`src/rtl/aes_host_seq.sv`:
```
// aes_host_seq: sequencer between a host and a word-serial AES core.
//
// It accepts one (key, plaintext) job, pulses the core load strobe, streams
// the key and then the plaintext to the core one 32-bit word per cycle
// (most-significant word first), and waits for core_done with a timeout.
// After core_done it pulses the read strobe, collects four ciphertext words,
// and holds them on block_out until the host takes them.
//
// Ports
//   clk, reset_n          clock (rising edge), asynchronous active-low reset
//   in_valid / in_ready   job handshake; key_in and block_in sampled on accept
//   key_in, block_in      128-bit key and plaintext, bits [127:96] go first
//   out_valid / out_ready result handshake for block_out
//   block_out             128-bit ciphertext, first word read in [127:96]
//   busy                  high whenever the sequencer is not idle
//   timeout_err           sticky: the last job was aborted on timeout
//   core_start_n          active-low one-cycle load strobe to the core
//   core_start_read_n     active-low one-cycle read strobe to the core
//   core_dword_in         word driven to the core (zero when not loading)
//   core_dword_out        word returned by the core
//   core_done             core finished; only looked at while waiting for it
//
// TIMEOUT_CYCLES (1..1023) is the number of waiting cycles allowed without
// core_done before the job is abandoned.

module aes_host_seq #(
  parameter int unsigned TIMEOUT_CYCLES = 1023
) (
  input  logic         clk,
  input  logic         reset_n,
  input  logic         in_valid,
  output logic         in_ready,
  input  logic [127:0] key_in,
  input  logic [127:0] block_in,
  output logic         out_valid,
  input  logic         out_ready,
  output logic [127:0] block_out,
  output logic         busy,
  output logic         timeout_err,
  output logic         core_start_n,
  output logic         core_start_read_n,
  output logic [31:0]  core_dword_in,
  input  logic [31:0]  core_dword_out,
  input  logic         core_done
);

  typedef enum logic [3:0] {
    IDLE,
    START,
    LOAD_KEY,
    LOAD_PT,
    WAIT_DONE,
    READ_REQ,
    READ,
    OUT,
    ERR
  } state_t;

  // Last waiting cycle: the counter steps onto TIMEOUT_CYCLES at its end.
  localparam logic [9:0] TIMEOUT_LAST = 10'(TIMEOUT_CYCLES - 1);

  state_t       state;
  state_t       state_next;
  logic [1:0]   word_cnt;
  logic [9:0]   wait_cnt;
  logic [127:0] key_q;
  logic [127:0] pt_q;
  logic         accept;
  logic         timeout_hit;

  function automatic logic [31:0] word_of(input logic [127:0] data,
                                          input logic [1:0]   idx);
    case (idx)
      2'd0:    return data[127:96];
      2'd1:    return data[95:64];
      2'd2:    return data[63:32];
      default: return data[31:0];
    endcase
  endfunction

  assign accept      = in_valid && in_ready;
  assign timeout_hit = (wait_cnt == TIMEOUT_LAST);

  // NOTE: every always_comb output gets a default first so no path through
  // the case statement leaves a signal unassigned and infers a latch.
  always_comb begin
    state_next = state;
    case (state)
      IDLE:      if (in_valid) state_next = START;
      START:     state_next = LOAD_KEY;
      LOAD_KEY:  if (word_cnt == 2'd3) state_next = LOAD_PT;
      LOAD_PT:   if (word_cnt == 2'd3) state_next = WAIT_DONE;
      // core_done takes priority over an expiring timeout on the same cycle.
      WAIT_DONE: begin
        if (core_done)        state_next = READ_REQ;
        else if (timeout_hit) state_next = ERR;
      end
      READ_REQ:  state_next = READ;
      READ:      if (word_cnt == 2'd3) state_next = OUT;
      OUT:       if (out_ready) state_next = IDLE;
      ERR:       state_next = IDLE;
      default:   state_next = IDLE;
    endcase
  end

  // Moore outputs decoded from the state so an asynchronous reset returns
  // them to their idle values within the same cycle.
  always_comb begin
    in_ready          = 1'b0;
    busy              = 1'b1;
    out_valid         = 1'b0;
    core_start_n      = 1'b1;
    core_start_read_n = 1'b1;
    core_dword_in     = '0;
    case (state)
      IDLE: begin
        in_ready = 1'b1;
        busy     = 1'b0;
      end
      START:    core_start_n      = 1'b0;
      LOAD_KEY: core_dword_in     = word_of(key_q, word_cnt);
      LOAD_PT:  core_dword_in     = word_of(pt_q, word_cnt);
      READ_REQ: core_start_read_n = 1'b0;
      OUT:      out_valid         = 1'b1;
      default: ;
    endcase
  end

  // NOTE: sequential state is updated only with non-blocking assignments so
  // every register sees the values from before the clock edge.
  always_ff @(posedge clk or negedge reset_n) begin
    if (!reset_n) begin
      state    <= IDLE;
      word_cnt <= '0;
      wait_cnt <= '0;
    end else begin
      state <= state_next;
      // The 2-bit counter wraps from 3 to 0 exactly when one phase hands
      // over to the next, so LOAD_PT and READ always start at word 0.
      if (state == LOAD_KEY || state == LOAD_PT || state == READ)
        word_cnt <= word_cnt + 2'd1;
      else
        word_cnt <= '0;
      // Held at zero outside WAIT_DONE, which clears it on entry.
      if (state == WAIT_DONE)
        wait_cnt <= wait_cnt + 10'd1;
      else
        wait_cnt <= '0;
    end
  end

  // NOTE: the job and result registers are reset too, so a job started after
  // reset can never observe data left over from an aborted one.
  always_ff @(posedge clk or negedge reset_n) begin
    if (!reset_n) begin
      key_q       <= '0;
      pt_q        <= '0;
      block_out   <= '0;
      timeout_err <= 1'b0;
    end else begin
      if (accept) begin
        key_q <= key_in;
        pt_q  <= block_in;
      end

      if (accept)
        timeout_err <= 1'b0;
      else if (state == WAIT_DONE && !core_done && timeout_hit)
        timeout_err <= 1'b1;

      if (state == READ) begin
        case (word_cnt)
          2'd0:    block_out[127:96] <= core_dword_out;
          2'd1:    block_out[95:64]  <= core_dword_out;
          2'd2:    block_out[63:32]  <= core_dword_out;
          default: block_out[31:0]   <= core_dword_out;
        endcase
      end
    end
  end

endmodule

```
`config.mk`:
```
export PLATFORM = sky130hd
export DESIGN_NAME = aes_host_seq
export DESIGN_NICKNAME = d
export VERILOG_FILES = /design/src/rtl/aes_host_seq.sv
export SDC_FILE = /design/constraint.sdc
export NUM_CORES = 1
export LEC_CHECK = 0
export CORE_ASPECT_RATIO = 1.25
export CORE_MARGIN = 1
export CORE_UTILIZATION = 49
export CTS_CLUSTER_DIAMETER = 150
export DETAILED_ROUTE_END_ITERATION = 8
export PLACE_DENSITY = 0.8
export SETUP_SLACK_MARGIN = 0.3
export SLEW_MARGIN = 10
export SYNTH_ARGS = -nofsm -noshare
export SYNTH_HDL_FRONTEND = slang
export SYNTH_SLANG_ARGS = --single-unit
```
`constraint.sdc`:
```
create_clock -name clk -period 2.7 [get_ports clk]
set_clock_uncertainty 0.1 [all_clocks]
set_input_delay 0.81 -clock clk [delete_from_list [all_inputs] [get_ports clk]]
set_output_delay 0.81 -clock clk [all_outputs]
set_load 0.1 [all_outputs]
```
Yosys cells after proc, flatten, opt, wreduce, memory -nomap -nowiden
Cells that the tools add are included.
{"block": "word_totals", "in_bits": 293, "register_bits": 401, "output_inout_bits": 166, "word_cells": 65}
{"block": "op_classes", "eq_ne": 17, "reduce_logical": 15, "add_sub_neg": 2, "n_mux": 20, "bitwise": 1}
{"cell": "$pmux W32 S3", "n": 2}
{"cell": "$pmux W32 S2", "n": 1}
{"cell": "$pmux W4 S8", "n": 1}
{"cell": "$mux W4", "n": 7}
{"cell": "$eq A4 B3 Y1 const B", "n": 4}
{"cell": "$add A10 B1 Y10 const B", "n": 1}
{"cell": "$eq A10 B10 Y1 const B", "n": 1}
{"cell": "$mux W10", "n": 1}
{"cell": "$ne A2 B2 Y1 const B", "n": 5}
{"cell": "$eq A4 B2 Y1 const B", "n": 2}
{"cell": "$reduce_and A2 Y1", "n": 4}
{"cell": "$mux W1", "n": 7}
{"cell": "$reduce_and A6 Y1", "n": 1}
{"cell": "$eq A2 B2 Y1 const B", "n": 2}
{"cell": "$eq A4 B1 Y1 const B", "n": 1}
{"cell": "$logic_not A4 Y1", "n": 1}
{"cell": "$logic_and A1 B1 Y1", "n": 3}
{"cell": "$ne A3 B3 Y1 const B", "n": 1}
{"cell": "$reduce_or A3 Y1", "n": 1}
{"cell": "$add A2 B1 Y2 const B", "n": 1}
{"cell": "$eq A2 B1 Y1 const B", "n": 1}
{"cell": "$logic_not A2 Y1", "n": 1}
{"cell": "$logic_or A1 B1 Y1", "n": 2}
{"cell": "$mux W2", "n": 1}
{"cell": "other kinds (3)", "n": 3}

Logic depth before layout (Yosys ltp)
{"block": "logic_depth", "ltp_word": 5, "mapped_depth": 7, "mapped_depth_nobuf": 6}

Worst setup path after synthesis
Ideal clock, no wire load.
{"block": "synth_path", "path_kind": "reg-to-output", "start": "register word_cnt[0]", "end": "output port core_dword_in[0]", "path_slack_ps": -506, "path_buffers": 3, "arrival_ps": 2296, "required_time_ps": 1790, "path_stages_with_launch": 8, "cell_sequence": "dfrtp_1 > ha_1 > clkbuf_1 > clkbuf_1 > clkbuf_1 > nand2_1 > o21ai_0 > a22o_1"}
{"block": "synth_between", "elab_chain_len": 3, "elab_cells_between_ends": 6, "classes_between": "eq/ne: 2; mux: 3; reduce/logical: 1"}
{"element": "start, declared", "line": "64", "source": "logic [1:0] word_cnt;"}
{"element": "start signal, assigned", "line": "141", "source": "word_cnt <= word_cnt + 2'd1;"}
{"element": "$eq A2 B2 Y1, or another cell as far along", "line": "73", "source": "case (idx)"}
{"element": "$pmux W32 S3", "line": "73"}
{"element": "$pmux W32 S2 (*)", "line": "115", "source": "case (state)"}
{"element": "end, declared", "line": "42", "source": "output logic [31:0] core_dword_in,"}
Every way passes the cells marked *; elsewhere a longest branch is shown, timed or not.

Worst setup path in the final report
{"block": "layout_path", "start": "register word_cnt[1]", "end": "output port core_dword_in[7]"}
The elaborated chain is that of the path after synthesis.

==> flow_summary_export.csv <==
group,metric,value,unit
synth,synth_seq_area_share,55.9,%
setup_path,timing_worst_setup_path_type,"reg2out",
cts,cts.clk_slew.worst_paths,0.07,ns
run_status,status,"finished, violations left",
detailed_routing,vias,12400,
global_routing,grt_start_max_net_pins,80,
sta,achievable-frequency,291,MHz
cells_and_area,final_cell_count_no_fill,2219,
floorplanning,design.die.area,37400,um^2
detailed_routing,antenna_violating_nets_remaining,0,
detailed_routing,drc_violation_count_after_routing,2,
cts,cts-root-to-sink-buffers,3,
cells_and_area,fraction_of_final_layout_cells_with_drive_strength_greater_than_1,46.0,%
run_status,failed_checks,"design-rule violations, negative setup slack",
sta,finalCriticalPeriod,3.44,ns
placement,final_replace_weighted_congestion,0.999,
setup_path,reg2reg_depth,9,
synth,ys_seq_elements,401,
placement,dp_cells,2111,
global_routing,grt.overflow.total,0,
cells_and_area,flow.area_growth_from_synthesis,44.2,%
setup_path,crit-reg2reg-launch,"state[2]",
floorplanning,design.portCount,459,
global_routing,first_global_vias,12800,
sta,setup_slack,-0.738,ns
placement,setup_ws_pre_cts,-0.207,ns
synth,synth.cell_area,17900,um^2
run,max_cap_viol_count,0,
cts,numCtsBuffers,40,
floorplanning,std_cell_rows,78,
cells_and_area,num-nets-final,2003,
floorplanning,dieHeight,216,um
detailed_routing,detail_route.wl_per_cell,23.8,um
floorplanning,core_area,36200,um^2
placement,place.detailed.hpwl,36900,um
setup_path,rr_endpoint,"key_q[114]",
setup_path,crit_path_start_kind,"flop",
floorplanning,floorplan.initialDensity,49.5,%
placement,port-buffer-count,458,
cts,cts_root_buffer,"sky130_fd_sc_hd__clkbuf_16",
setup_path,crit_path_start,"word_cnt[1]",
min_path,hold_path.class,"in2async",
detailed_routing,drt_wl_total,52900,um
cts,cts_htree_levels,2,
setup_path,critical_path.endpoint,"core_dword_in[7]",
synth,post_synth_num_cell_types,40,
global_routing,antenna_found_initial,8,
synth,average_size_of_a_mapped_cell,15.3,um^2
synth,post_synth_inst_count,1176,
synth,yosys_warnings,0,
synth,syn-num-nets,1475,
setup_path,timing.critical_path.to_type,"primary output",
setup_path,critPathMaxFanout,19,
cells_and_area,layout.core_utilization,71.5,%
cts,clock_sinks,401,
cts,cts_tree,"done",
cts,clk-insertion-delay-late,0.53,ns
setup_path,worst_ep_required_time,1.79,ns
sta,hold_viol_final,0,
setup_path,worst-r2r-setup-slack,0.23,ns
detailed_routing,via_per_inst,5.59,
setup_path,worstPathArrival,2.53,ns
global_routing,global_route.usage.total,27.7,%
sta,final.period_utilization,127,%
sta,setup_viol,34,
detailed_routing,first_pass_iters,9,
floorplanning,fp.dieW,173,um
sta,tightestPinTransition,0.521,ns
synth,number_of_enable_flip_flop_cells_after_synthesis,0,
synth,share_of_flip_flops_with_an_asynchronous_set_or_reset_after_synthesis,100,%
synth,synthFlopType,"sky130_fd_sc_hd__dfrtp_1",
global_routing,grt_first_pass_wirelength,78600,um
sta,maxSlewHeadroom,65.2,%
sta,rsz0062_at_grt,"yes",
cts,holdBufCountCts,0,
sta,slew_violations,0,
detailed_routing,detail_route.iter0.violations,1094,
worst min-delay path by stage:
stage                           start           to  cells past startpoint
after global placement    word_cnt[0]  word_cnt[0]                      1
after detailed placement     pt_q[65]     pt_q[65]                      1
after global routing          reset_n      pt_q[6]                      1
after floorplan           word_cnt[0]  word_cnt[0]                      1
final                         reset_n      pt_q[6]                      1
after CTS                     reset_n      pt_q[6]                      1
sequential cells by signal, summed over array words and instances (netlist names):
register / flops
block_out: 128
key_q: 128
wait_cnt: 10
state: 4
pt_q: 128
word_cnt: 2
timeout_err: 1
layout by cell type (no fill, tap or decap), drive strengths merged, types with 6 or more instances in the layout:
cell,n
a22o,32
nor2,16
ha,6
clkinv,12
nand2,75
o21ai,65
clkdlybuf4s50,291
dfrtp,401
mux2,385
buf,271
a222oi,64
clkbuf,56
diode,7
critical path, stage by stage (launching register included):
cell	delay [ns]
sky130_fd_sc_hd__dfrtp_1	0.37
sky130_fd_sc_hd__inv_2	0.08
sky130_fd_sc_hd__ha_4	0.22
sky130_fd_sc_hd__bufbuf_16	0.31
sky130_fd_sc_hd__a222oi_1	0.44
sky130_fd_sc_hd__o21ai_1	0.14
sky130_fd_sc_hd__a22o_4	0.25
sky130_fd_sc_hd__buf_12	0.16
layer usage:
layer	GRT usage, %	wire (um)	vias to the layer above
met4	12.3	2040	2
met1	36.2	21400	6226
met5	0	13	-
met2	45.3	25900	619
li1	-	-	5433
met3	5.09	3550	117
through the flow:
stage / cell area (um^2) / TNS (ns) / hold slack, ns
after detailed placement: 23700 / -3.30 / 0.393
after CTS: 25400 / -21.71 / 0.101
after global routing: 25900 / -24.63 / 0.108
after floorplan: 18300 / 0 / 0.362
final: 25900 / -21.53 / 0.102
after global placement: 23700 / -1.93 / 0.379
synth_stat cells (4+ instances only):
| library cell | number | area (um^2) |
|---|---|---|
| sky130_fd_sc_hd__dfrtp_1 | 401 | 10000 |
| sky130_fd_sc_hd__mux2_4 | 229 | 3440 |
| sky130_fd_sc_hd__mux2_2 | 156 | 1760 |
| sky130_fd_sc_hd__nand2_1 | 74 | 278 |
| sky130_fd_sc_hd__o21ai_0 | 65 | 325 |
| sky130_fd_sc_hd__a222oi_1 | 64 | 641 |
| sky130_fd_sc_hd__clkbuf_1 | 40 | 150 |
| sky130_fd_sc_hd__a22o_1 | 32 | 280 |
| sky130_fd_sc_hd__buf_12 | 22 | 440 |
| sky130_fd_sc_hd__nor2_1 | 16 | 60.1 |
| sky130_fd_sc_hd__buf_2 | 14 | 70.1 |
| sky130_fd_sc_hd__ha_1 | 6 | 75.1 |
| sky130_fd_sc_hd__nand2b_1 | 5 | 31.3 |
| sky130_fd_sc_hd__nand3_1 | 5 | 25.0 |
| sky130_fd_sc_hd__nor3_1 | 5 | 25.0 |
| sky130_fd_sc_hd__buf_6 | 4 | 45.0 |
| sky130_fd_sc_hd__inv_1 | 4 | 15.0 |
| sky130_fd_sc_hd__xor2_1 | 4 | 35.0 |
timing repair:
item,CTS,global route
cloned,4,5
pin swaps,29,26
setup buffers,9,13
gates resized for setup,50,49
setup endpoints to repair,37,49
cell type report:
cell class / count / area, um^2
Antenna cell: 7 / 17.5
Clock buffer: 51 / 1150
Clock inverter: 19 / 229
Fill cell: 2311 / 10300
Inverter: 5 / 23.8
Multi-Input combinational cell: 687 / 7560
Sequential cell: 401 / 10000
Tap cell: 480 / 601
Timing Repair Buffer: 569 / 6260
logic make-up (layout without fill, tap and decap cells):
family | after synthesis | in the layout | share of synthesized area [%]
AO/OA/AOI/OAI | 171 | 171 | 7.37
XOR/XNOR | 7 | 7 | 0.342
adder cells (fa/ha/maj) | 6 | 6 | 0.418
buffers and inverters | 88 | 644 | 4.11
flip-flops | 401 | 401 | 55.9
multiplexers | 385 | 385 | 29.0
other | 0 | 7 | 0
AND/OR/NAND/NOR | 118 | 118 | 2.87
Power is not shown: default switching activity piles up to over one toggle a cycle in this logic, so the estimate is an artifact.
